## config.mk

```make
export PLATFORM = sky130hd
export DESIGN_NAME = cd6_seq_divider
export DESIGN_NICKNAME = d
export VERILOG_FILES = /design/src/rtl/cd6_div_pkg.sv /design/src/rtl/cd6_div_step.sv /design/src/rtl/cd6_seq_divider.sv
export SDC_FILE = /design/constraint.sdc
export NUM_CORES = 1
export LEC_CHECK = 0
export ABC_AREA = 1
export CORE_MARGIN = 3
export CORE_UTILIZATION = 45
export CTS_CLUSTER_DIAMETER = 100
export DETAILED_ROUTE_END_ITERATION = 10
export HOLD_SLACK_MARGIN = 0.02
export MAX_ROUTING_LAYER = met4
export PLACE_DENSITY = 0.76
export SLEW_MARGIN = 20
export SYNTH_ARGS = -nofsm -noshare
export SYNTH_HDL_FRONTEND = slang
export SYNTH_SLANG_ARGS = --single-unit
```

## constraint.sdc

```tcl
create_clock -name clk -period 1.77 [get_ports clk]
set_input_delay 0.177 -clock clk [delete_from_list [all_inputs] [get_ports clk]]
set_output_delay 0.177 -clock clk [all_outputs]
set_load 0.02 [all_outputs]
```

## src/rtl/cd6_div_pkg.sv

```systemverilog
// Shared constants and types for the cd6 sequential restoring divider.
package cd6_div_pkg;

  localparam int DEF_DW = 12;
  localparam int DEF_VW = 4;
  localparam int DEF_QW = 8;
  localparam int CNT_W  = $clog2(DEF_QW);

  typedef enum logic [1:0] {
    IDLE,
    CALC,
    DONE
  } div_state_t;

endpackage

```

## src/rtl/cd6_div_step.sv

```systemverilog
// One combinational restoring-division step: shift in a dividend bit, trial-subtract the divisor.
module cd6_div_step #(
  parameter int VW = 4
) (
  input  logic [VW-1:0] p,
  input  logic          bit_in,
  input  logic [VW-1:0] divisor,
  output logic [VW-1:0] p_next,
  output logic          q_bit
);

  logic [VW:0] t;

  // A kept remainder is always below the divisor, so it fits back into VW bits.
  always_comb begin
    t      = {p, bit_in};
    q_bit  = (t >= {1'b0, divisor});
    p_next = q_bit ? VW'(t - {1'b0, divisor}) : t[VW-1:0];
  end

endmodule

```

## src/rtl/cd6_seq_divider.sv

```systemverilog
// Sequential restoring divider: DW-bit product / VW-bit operand -> QW-bit quotient, VW-bit remainder.
// Optional feature macro CD6_DIV_SELFCHECK_EN adds a registered chk_err multiply-back check.
import cd6_div_pkg::*;

module cd6_seq_divider #(
  parameter int DW = DEF_DW,
  parameter int VW = DEF_VW,
  parameter int QW = DEF_QW
) (
  input  logic          clk,
  input  logic          rst,
  input  logic          in_valid,
  output logic          in_ready,
  input  logic [DW-1:0] dividend,
  input  logic [VW-1:0] divisor,
  output logic          out_valid,
  input  logic          out_ready,
  output logic [QW-1:0] quotient,
  output logic [VW-1:0] remainder,
  output logic          ovf,
  output logic          dbz
`ifdef CD6_DIV_SELFCHECK_EN
  ,
  output logic          chk_err
`endif
);

  div_state_t state, next_state;

  logic [VW-1:0]    divisor_r;
  logic [QW-1:0]    lo_sh;
  logic [VW-1:0]    p_r;
  logic [CNT_W-1:0] cnt;
  logic [VW-1:0]    p_next;
  logic             q_bit;
  logic [VW-1:0]    hi;
  logic             last_step;

  assign hi        = dividend[DW-1:QW];
  assign last_step = (cnt == CNT_W'(QW - 1));

  cd6_div_step #(.VW(VW)) u_step (
    .p       (p_r),
    .bit_in  (lo_sh[QW-1]),
    .divisor (divisor_r),
    .p_next  (p_next),
    .q_bit   (q_bit)
  );

  always_ff @(posedge clk or posedge rst) begin
    if (rst) state <= IDLE;
    else     state <= next_state;
  end

  // Zero divisor and oversized quotient both skip the iteration and finish immediately.
  always_comb begin
    next_state = state;
    in_ready   = 1'b0;
    out_valid  = 1'b0;
    case (state)
      IDLE: begin
        in_ready = 1'b1;
        if (in_valid) begin
          if (divisor == '0 || hi >= divisor) next_state = DONE;
          else                                next_state = CALC;
        end
      end
      CALC: if (last_step) next_state = DONE;
      DONE: begin
        out_valid = 1'b1;
        if (out_ready) next_state = IDLE;
      end
      default: next_state = IDLE;
    endcase
  end

`ifdef CD6_DIV_SELFCHECK_EN
  logic [DW-1:0] dividend_r;
  logic [QW-1:0] q_final;
  logic          chk_next;

  always_comb begin
    q_final  = {quotient[QW-2:0], q_bit};
    chk_next = (({{VW{1'b0}}, q_final} * {{QW{1'b0}}, divisor_r})
               + {{QW{1'b0}}, p_next}) != dividend_r;
  end

  always_ff @(posedge clk or posedge rst) begin
    if (rst) begin
      dividend_r <= '0;
      chk_err    <= 1'b0;
    end else begin
      case (state)
        IDLE: if (in_valid) begin
          dividend_r <= dividend;
          chk_err    <= 1'b0;
        end
        CALC: if (last_step) chk_err <= chk_next;
        DONE: if (out_ready) chk_err <= 1'b0;
        default: chk_err <= 1'b0;
      endcase
    end
  end
`endif

  // Quotient bits shift in at the LSB; eight steps fully overwrite any stale contents.
  always_ff @(posedge clk or posedge rst) begin
    if (rst) begin
      divisor_r <= '0;
      lo_sh     <= '0;
      p_r       <= '0;
      cnt       <= '0;
      quotient  <= '0;
      remainder <= '0;
      ovf       <= 1'b0;
      dbz       <= 1'b0;
    end else begin
      case (state)
        IDLE: if (in_valid) begin
          divisor_r <= divisor;
          lo_sh     <= dividend[QW-1:0];
          p_r       <= hi;
          cnt       <= '0;
          if (divisor == '0) begin
            dbz       <= 1'b1;
            ovf       <= 1'b0;
            quotient  <= '1;
            remainder <= dividend[VW-1:0];
          end else if (hi >= divisor) begin
            dbz       <= 1'b0;
            ovf       <= 1'b1;
            quotient  <= '1;
            remainder <= '0;
          end else begin
            dbz <= 1'b0;
            ovf <= 1'b0;
          end
        end
        CALC: begin
          p_r      <= p_next;
          lo_sh    <= {lo_sh[QW-2:0], 1'b0};
          quotient <= {quotient[QW-2:0], q_bit};
          cnt      <= cnt + 1'b1;
          if (last_step) remainder <= p_next;
        end
        DONE: if (out_ready) begin
          ovf <= 1'b0;
          dbz <= 1'b0;
        end
        default: ;
      endcase
    end
  end

endmodule

```

==> results.yml, run 1 <==
placement:
  dpl.hpwl_um: 3210
  placed_cell_area_um2: 2330
  portBuffers: 35
  place.gp.congestion: 0.902
setup_path:
  end_kind: "flip-flop"
  worstPathArrival_ns: 1.91
  startpoint_type: "flip-flop"
  timing.critical_path.buf_inv: 2
  critPathSlowestCell: "fa_1"
  crit_fanout: 3
  crit_type: "flip-flop to flip-flop"
  critPathTopFamily: "adder cells"
  worstPathCellList: "inv_1 -> ha_1 -> inv_1 -> fa_1 -> xor2_1 -> nand3_1 -> nand3_1 -> nand2_1 -> nand2_1"
  slowest_delay_ns: 0.39
  cp.required_ns: 1.99
layout:
  areaGrowthSynthToFinish_pct: 31.5
  postLayoutCoreUtil: 0.639
  antennaDiodeCount: 0
  finish.instance_area_um2: 2440
  layout_common_cells: "nand2_1, dfrtp_1, clkdlybuf4s50_1"
  layout_commonest_cell: "nand2_1"
  fin_nets: 301
  layout-drive-gt1-share: 0.130
logic_synthesis:
  syn_area_per_cell_um2: 8.41
  synthCells: 221
  yosys_warnings: 0
  synth_fp_nets: 252
  seq_area_frac_synth: 0.471
  ys_types: 26
  synth_area_um2: 1860
  synth-seq-cells: 35
pwr:
  ir_worst_vdd_uv: 841
  swShare: 0.438
  intPower_w: 0.00238
  comb_power_share: 0.541
  total_power_w: 0.00423
  switchingPower_w: 0.00185
  p_leak_nw: 1.24
  cellPowerDensity_nw_per_um2: 1730
  clockPowerShare: 0.140
  seq_power_share: 0.319
floorplan:
  die_y_um: 70.3
  ios: 36
  start_util: 0.486
  die-area_um2: 4940
  dieWidth_um: 70.3
  core_area_um2: 3830
  row_count: 22
run:
  cap_violations: 0
timing:
  slew_headroom: 0.703
  skew_ns: 0.0109
  setup_viol: 0
  min_period_ns: 1.69
  max_freq_ghz: 0.592
  tns_ns: 0
  period_share: 0.954
  hold_viol: 0
  worst_pin_slew_ns: 0.446
  drv_slew: 0
drt:
  detail_route.vias_per_cell: 5.01
  dr.pass1.iters: 4
  wl_per_cell_um: 13.9
  wl_um: 4420
  post-route-drc-count: 0
  antenna_left: 0
  num_vias: 1593
  initialDrtViolationCount: 107
global_route:
  grt_pass1_vias: 1586
  antenna_found_initial: 0
  grt_use_total: 0.192
  grt_pass1_wl_um: 7300
  grt_start_max_net_pins: 36
  overflow: 0
cts:
  clock_latency_ns: 0.29
  cts_sinks: 35
  root_buffer: "clkbuf_8"
  cts.path.max_buffers: 2
  cts.reportedPaths.clkPinSlew_ns: 0.07
  numCtsBuffers: 5
  h-tree-depth: 2
  cts_tree: "done"
run_status:
  outcome: "finished clean"
worst_hold_path:
  hold_class: "primary input to async pin"
-- flip-flops by register name, summed over array words and instances, names as in the netlist --
register   cells
p_r            4
lo_sh          8
remainder      4
quotient       8
dbz            1
cnt            3
divisor_r      4
state          2
ovf            1
-- metal layers --
metal | part of all wire | global-route usage
met5 | 0 | -
met4 | 0.016 | 0.0638
met3 | 0.055 | 0.0374
met2 | 0.47 | 0.295
met1 | 0.46 | 0.255
-- power by group through the flow --
stage | combinational [W] | clock, W | sequential [W]
after floorplan | 0.00137 | 0 | 0.00145
after global placement | 0.00212 | 0 | 0.00134
after detailed placement | 0.00218 | 0 | 0.00135
after CTS | 0.00220 | 0.000603 | 0.00135
after global routing | 0.00255 | 0.000634 | 0.00139
final | 0.00229 | 0.000591 | 0.00135
-- kinds of logic (layout without fill, tap and decap cells) --
logic type	Yosys count	after routing	synth area share
simple gates	95	95	0.232
buf+inv	42	91	0.0929
flops	35	35	0.471
xor+xnor	1	1	0.00471
fa+ha+maj	11	11	0.0781
compound gates	37	37	0.121
-- path summary, 6_finish.rpt --
kind / from / to / slack [ns] / depth (start not counted)
hold reg to reg: remainder[0]$_DFFE_PP0P_ / remainder[0]$_DFFE_PP0P_ / 0.49 / 2
max in group asynchronous: rst / p_r[3]$_DFFE_PP0P_ / 1.16 / 3
setup reg to reg: lo_sh[7]$_DFFE_PP0P_ / remainder[2]$_DFFE_PP0P_ / 0.08 / 9
setup / recovery: lo_sh[7]$_DFFE_PP0P_ / remainder[2]$_DFFE_PP0P_ / 0.08 / 9
min in group clk: remainder[0]$_DFFE_PP0P_ / remainder[0]$_DFFE_PP0P_ / 0.49 / 2
hold / removal: rst / p_r[0]$_DFFE_PP0P_ / 0.29 / 3
-- timing repair --
action | CTS | global route
hold buffers | 0 | 0
endpoints found under the setup margin | 0 | 13
gates resized for setup | 0 | 7
hold endpoints to repair | 0 | 0
setup buffers | 0 | 0
-- final cells by class --
cell class | count | area [um2]
multi-input combinational | 144 | 836
fill | 338 | 1380
clock inverter | 1 | 5.00
sequential | 35 | 876
timing repair buffer | 47 | 443
inverter | 37 | 141
clock buffer | 6 | 82.6
tap | 48 | 60.1
-- worst register-to-register path, cell delays in order, from the launching register on --
cell     delay [ns]
dfrtp_1        0.36
inv_1          0.09
ha_1           0.15
inv_1          0.06
fa_1           0.39
xor2_1         0.23
nand3_1        0.13
nand3_1        0.10
nand2_1        0.07
nand2_1        0.05
-- per-stage QoR --
step           std cells  worst slack [ns]  hold WS [ns]
2_1_floorplan        221             0.267         0.294
3_3_place_gp         311            -0.170         0.467
3_5_place_dp         311            -0.210         0.470
4_1_cts              318            0.0362         0.299
5_1_grt              318          -0.00270         0.346
6_report             318            0.0811         0.289
-- Yosys cell counts --
cell	number	area, um2
nor2_4	4	45.0
nand2_1	57	214
inv_2	3	11.3
nand4_1	3	18.8
nand3_1	14	70.1
nand3_2	1	10.0
a21oi_1	13	65.1
nor3_1	4	20.0
a22o_1	3	26.3
a221oi_1	4	35.0
nor2_1	10	37.5
o21ai_0	12	60.1
inv_4	1	6.26
a22oi_1	1	7.51
buf_2	4	20.0
xor2_1	1	8.76
dfrtp_1	35	876
a2bb2oi_1	1	8.76
a21boi_0	2	15.0
o211ai_1	1	7.51
or2_4	1	8.76
ha_1	10	125
inv_1	33	124
buf_6	1	11.3
nand2_2	1	6.26
fa_1	1	20.0
(Power assumes the default switching activity.)
==> run 2: changes to the inputs <==
- CORE_MARGIN: 3 -> unset
- TNS_END_PERCENT: unset -> 20
==> run 2 against run 1 <==
Die area is 11% lower. Routed wire length is 3.7% lower. Sequential share of layout area is 0.16 points lower. Utilization is 0.76 points higher. Clock-buffer cell count stayed put. Register-to-register slack worse by 0.03 ns. Cell count is 0.31% higher. Combinational power is 3% lower. Flip-flop and latch count stayed put. Sequential power hardly changed. Critical endpoint is now remainder[0]$_DFFE_PP0P_. Clock power is 28% higher.
==> results.yml, run 2 (same netlist as run 1, synthesis figures left out) <==
run_status:
  outcome: "finished clean"
drt:
  detail_route.vias_per_cell: 5.11
  initialDrtViolationCount: 73
  wl_per_cell_um: 13.3
  dr.pass1.iters: 4
  num_vias: 1629
  antenna_left: 0
  wl_um: 4260
  post-route-drc-count: 0
placement:
  portBuffers: 35
  dpl.hpwl_um: 3070
  dp.cells: 311
  place.gp.congestion: 0.865
global_route:
  antenna_found_initial: 0
  overflow: 0
  grt_pass1_wl_um: 7140
  grt_use_total: 0.229
  grt_start_max_net_pins: 36
  grt_pass1_vias: 1535
timing:
  period_share: 0.973
  slew_headroom: 0.703
  min_period_ns: 1.72
  whs_ns: 0.280
  skew_ns: 0.00215
  worst_pin_slew_ns: 0.446
  drv_slew: 0
  max_freq_ghz: 0.581
  rsz0062_at_grt: "true"
  setup_viol: 0
  tns_ns: 0
  hold_viol: 0
layout:
  nFillCells: 347
  antennaDiodeCount: 0
  final-seq-area_um2: 876
  areaGrowthSynthToFinish_pct: 32.1
  layout_commonest_cell: "nand2_1"
  multiInputGateArea_um2: 817
  fin_cells: 319
  fin_nets: 301
  reg_top3: "lo_sh x8, quotient x8"
  layout_common_cells: "nand2_1, dfrtp_1, clkdlybuf4s50_1"
  layout-drive-gt1-share: 0.122
floorplan:
  ios: 36
  die_y_um: 66.3
  die-area_um2: 4390
  row_count: 22
  core_area_um2: 3800
  dieWidth_um: 66.3
  start_util: 0.489
cts:
  h-tree-depth: 2
  post_cts_resized: 0
  cts_tree: "done"
  clock_latency_ns: 0.29
  cts.path.max_buffers: 2
  cts_hold_repair.buffers: 0
  cts_setup_buffers: 0
  cts_sinks: 35
  numCtsBuffers: 5
  cts.reportedPaths.clkPinSlew_ns: 0.07
  root_buffer: "clkbuf_8"
setup_path:
  worstPathArrival_ns: 1.91
  worstReg2RegStart: "p_r[1]$_DFFE_PP0P_"
  worstPathCellList: "ha_1 -> a21oi_1 -> nand2_1 -> nand2_1 -> buf_4 -> nand3_1 -> nand3_1 -> nand2_1 -> nand2_1 -> nand2_1"
  critPathSlowestCell: "dfrtp_1"
  crit_type: "flip-flop to flip-flop"
  crit_fanout: 4
  critPathTopFamily: "simple AND/OR/NAND/NOR gates"
  slowest_delay_ns: 0.42
  end_kind: "flip-flop"
  r2r_slack_ns: 0.05
  cp.required_ns: 1.96
  crit_path_frequent_cell: "nand2_1"
  startpoint_type: "flip-flop"
  timing.critical_path.buf_inv: 1
  reg2reg_depth: 10
  timing.rr.end: "remainder[0]$_DFFE_PP0P_"
pwr:
  cellPowerDensity_nw_per_um2: 1760
  total_power_w: 0.00431
  p_leak_nw: 1.25
  ir_worst_vdd_uv: 958
worst_hold_path:
  hold_class: "primary input to async pin"
run:
  cap_violations: 0
[run 2: changes by cell type in the layout (fill, tap and decap cells not counted), sizes merged]
cell    previous run  this run
bufinv             0         1
[run 2: metal layers]
layer / vias to the layer above / GRT usage / share of wire
li1: 815 / - / -
met1: 762 / 0.302 / 0.47
met3: 6 / 0.0569 / 0.055
met4: 0 / 0.0798 / 0.017
met5: - / - / 0
met2: 46 / 0.343 / 0.46
[run 2: how the worst max path moves through the flow]
stage               cells after the start  slack (ns)                  from                        to
floorplan                               9        0.27    p_r[1]$_DFFE_PP0P_        p_r[2]$_DFFE_PP0P_
CTS                                     3        0.03  state[1]$_DFFE_PP0P_                 out_valid
finish                                 10        0.05    p_r[1]$_DFFE_PP0P_  remainder[0]$_DFFE_PP0P_
global route                           10       -0.08    p_r[1]$_DFFE_PP0P_  remainder[0]$_DFFE_PP0P_
global placement                       11       -0.18           dividend[8]  remainder[1]$_DFFE_PP0P_
detailed placement                     11       -0.21           dividend[8]  remainder[2]$_DFFE_PP0P_
[run 2: tightest hold or removal path, cell delays in order]
cell and delay [ns]:
clkdlybuf4s50_1 0.39, inv_1 0.05, buf_4 0.39
[run 2: area by class of cell]
| type | count | share of cell area |
|---|---|---|
| clock buffer | 6 | 0.0336 |
| clock inverter | 2 | 0.0143 |
| inverter | 37 | 0.0576 |
| multi-input combinational | 144 | 0.333 |
| sequential | 35 | 0.357 |
| tap | 48 | 0.0245 |
| timing repair buffer | 47 | 0.180 |
[run 2: stage by stage]
step / cell area, um2 / setup slack, ns / utilization
2_1_floorplan: 1860 / 0.267 / -
3_3_place_gp: 2330 / -0.175 / 0.613
3_5_place_dp: 2330 / -0.214 / 0.613
4_1_cts: 2440 / 0.0268 / 0.644
5_1_grt: 2450 / -0.0846 / 0.646
6_report: 2450 / 0.0484 / 0.646
[run 2: where the power goes]
part | internal [W] | switching (W)
clock network | 0.000456 | 0.000298
registers | 0.00114 | 0.000194
logic | 0.000898 | 0.00133
total | 0.00250 | 0.00182
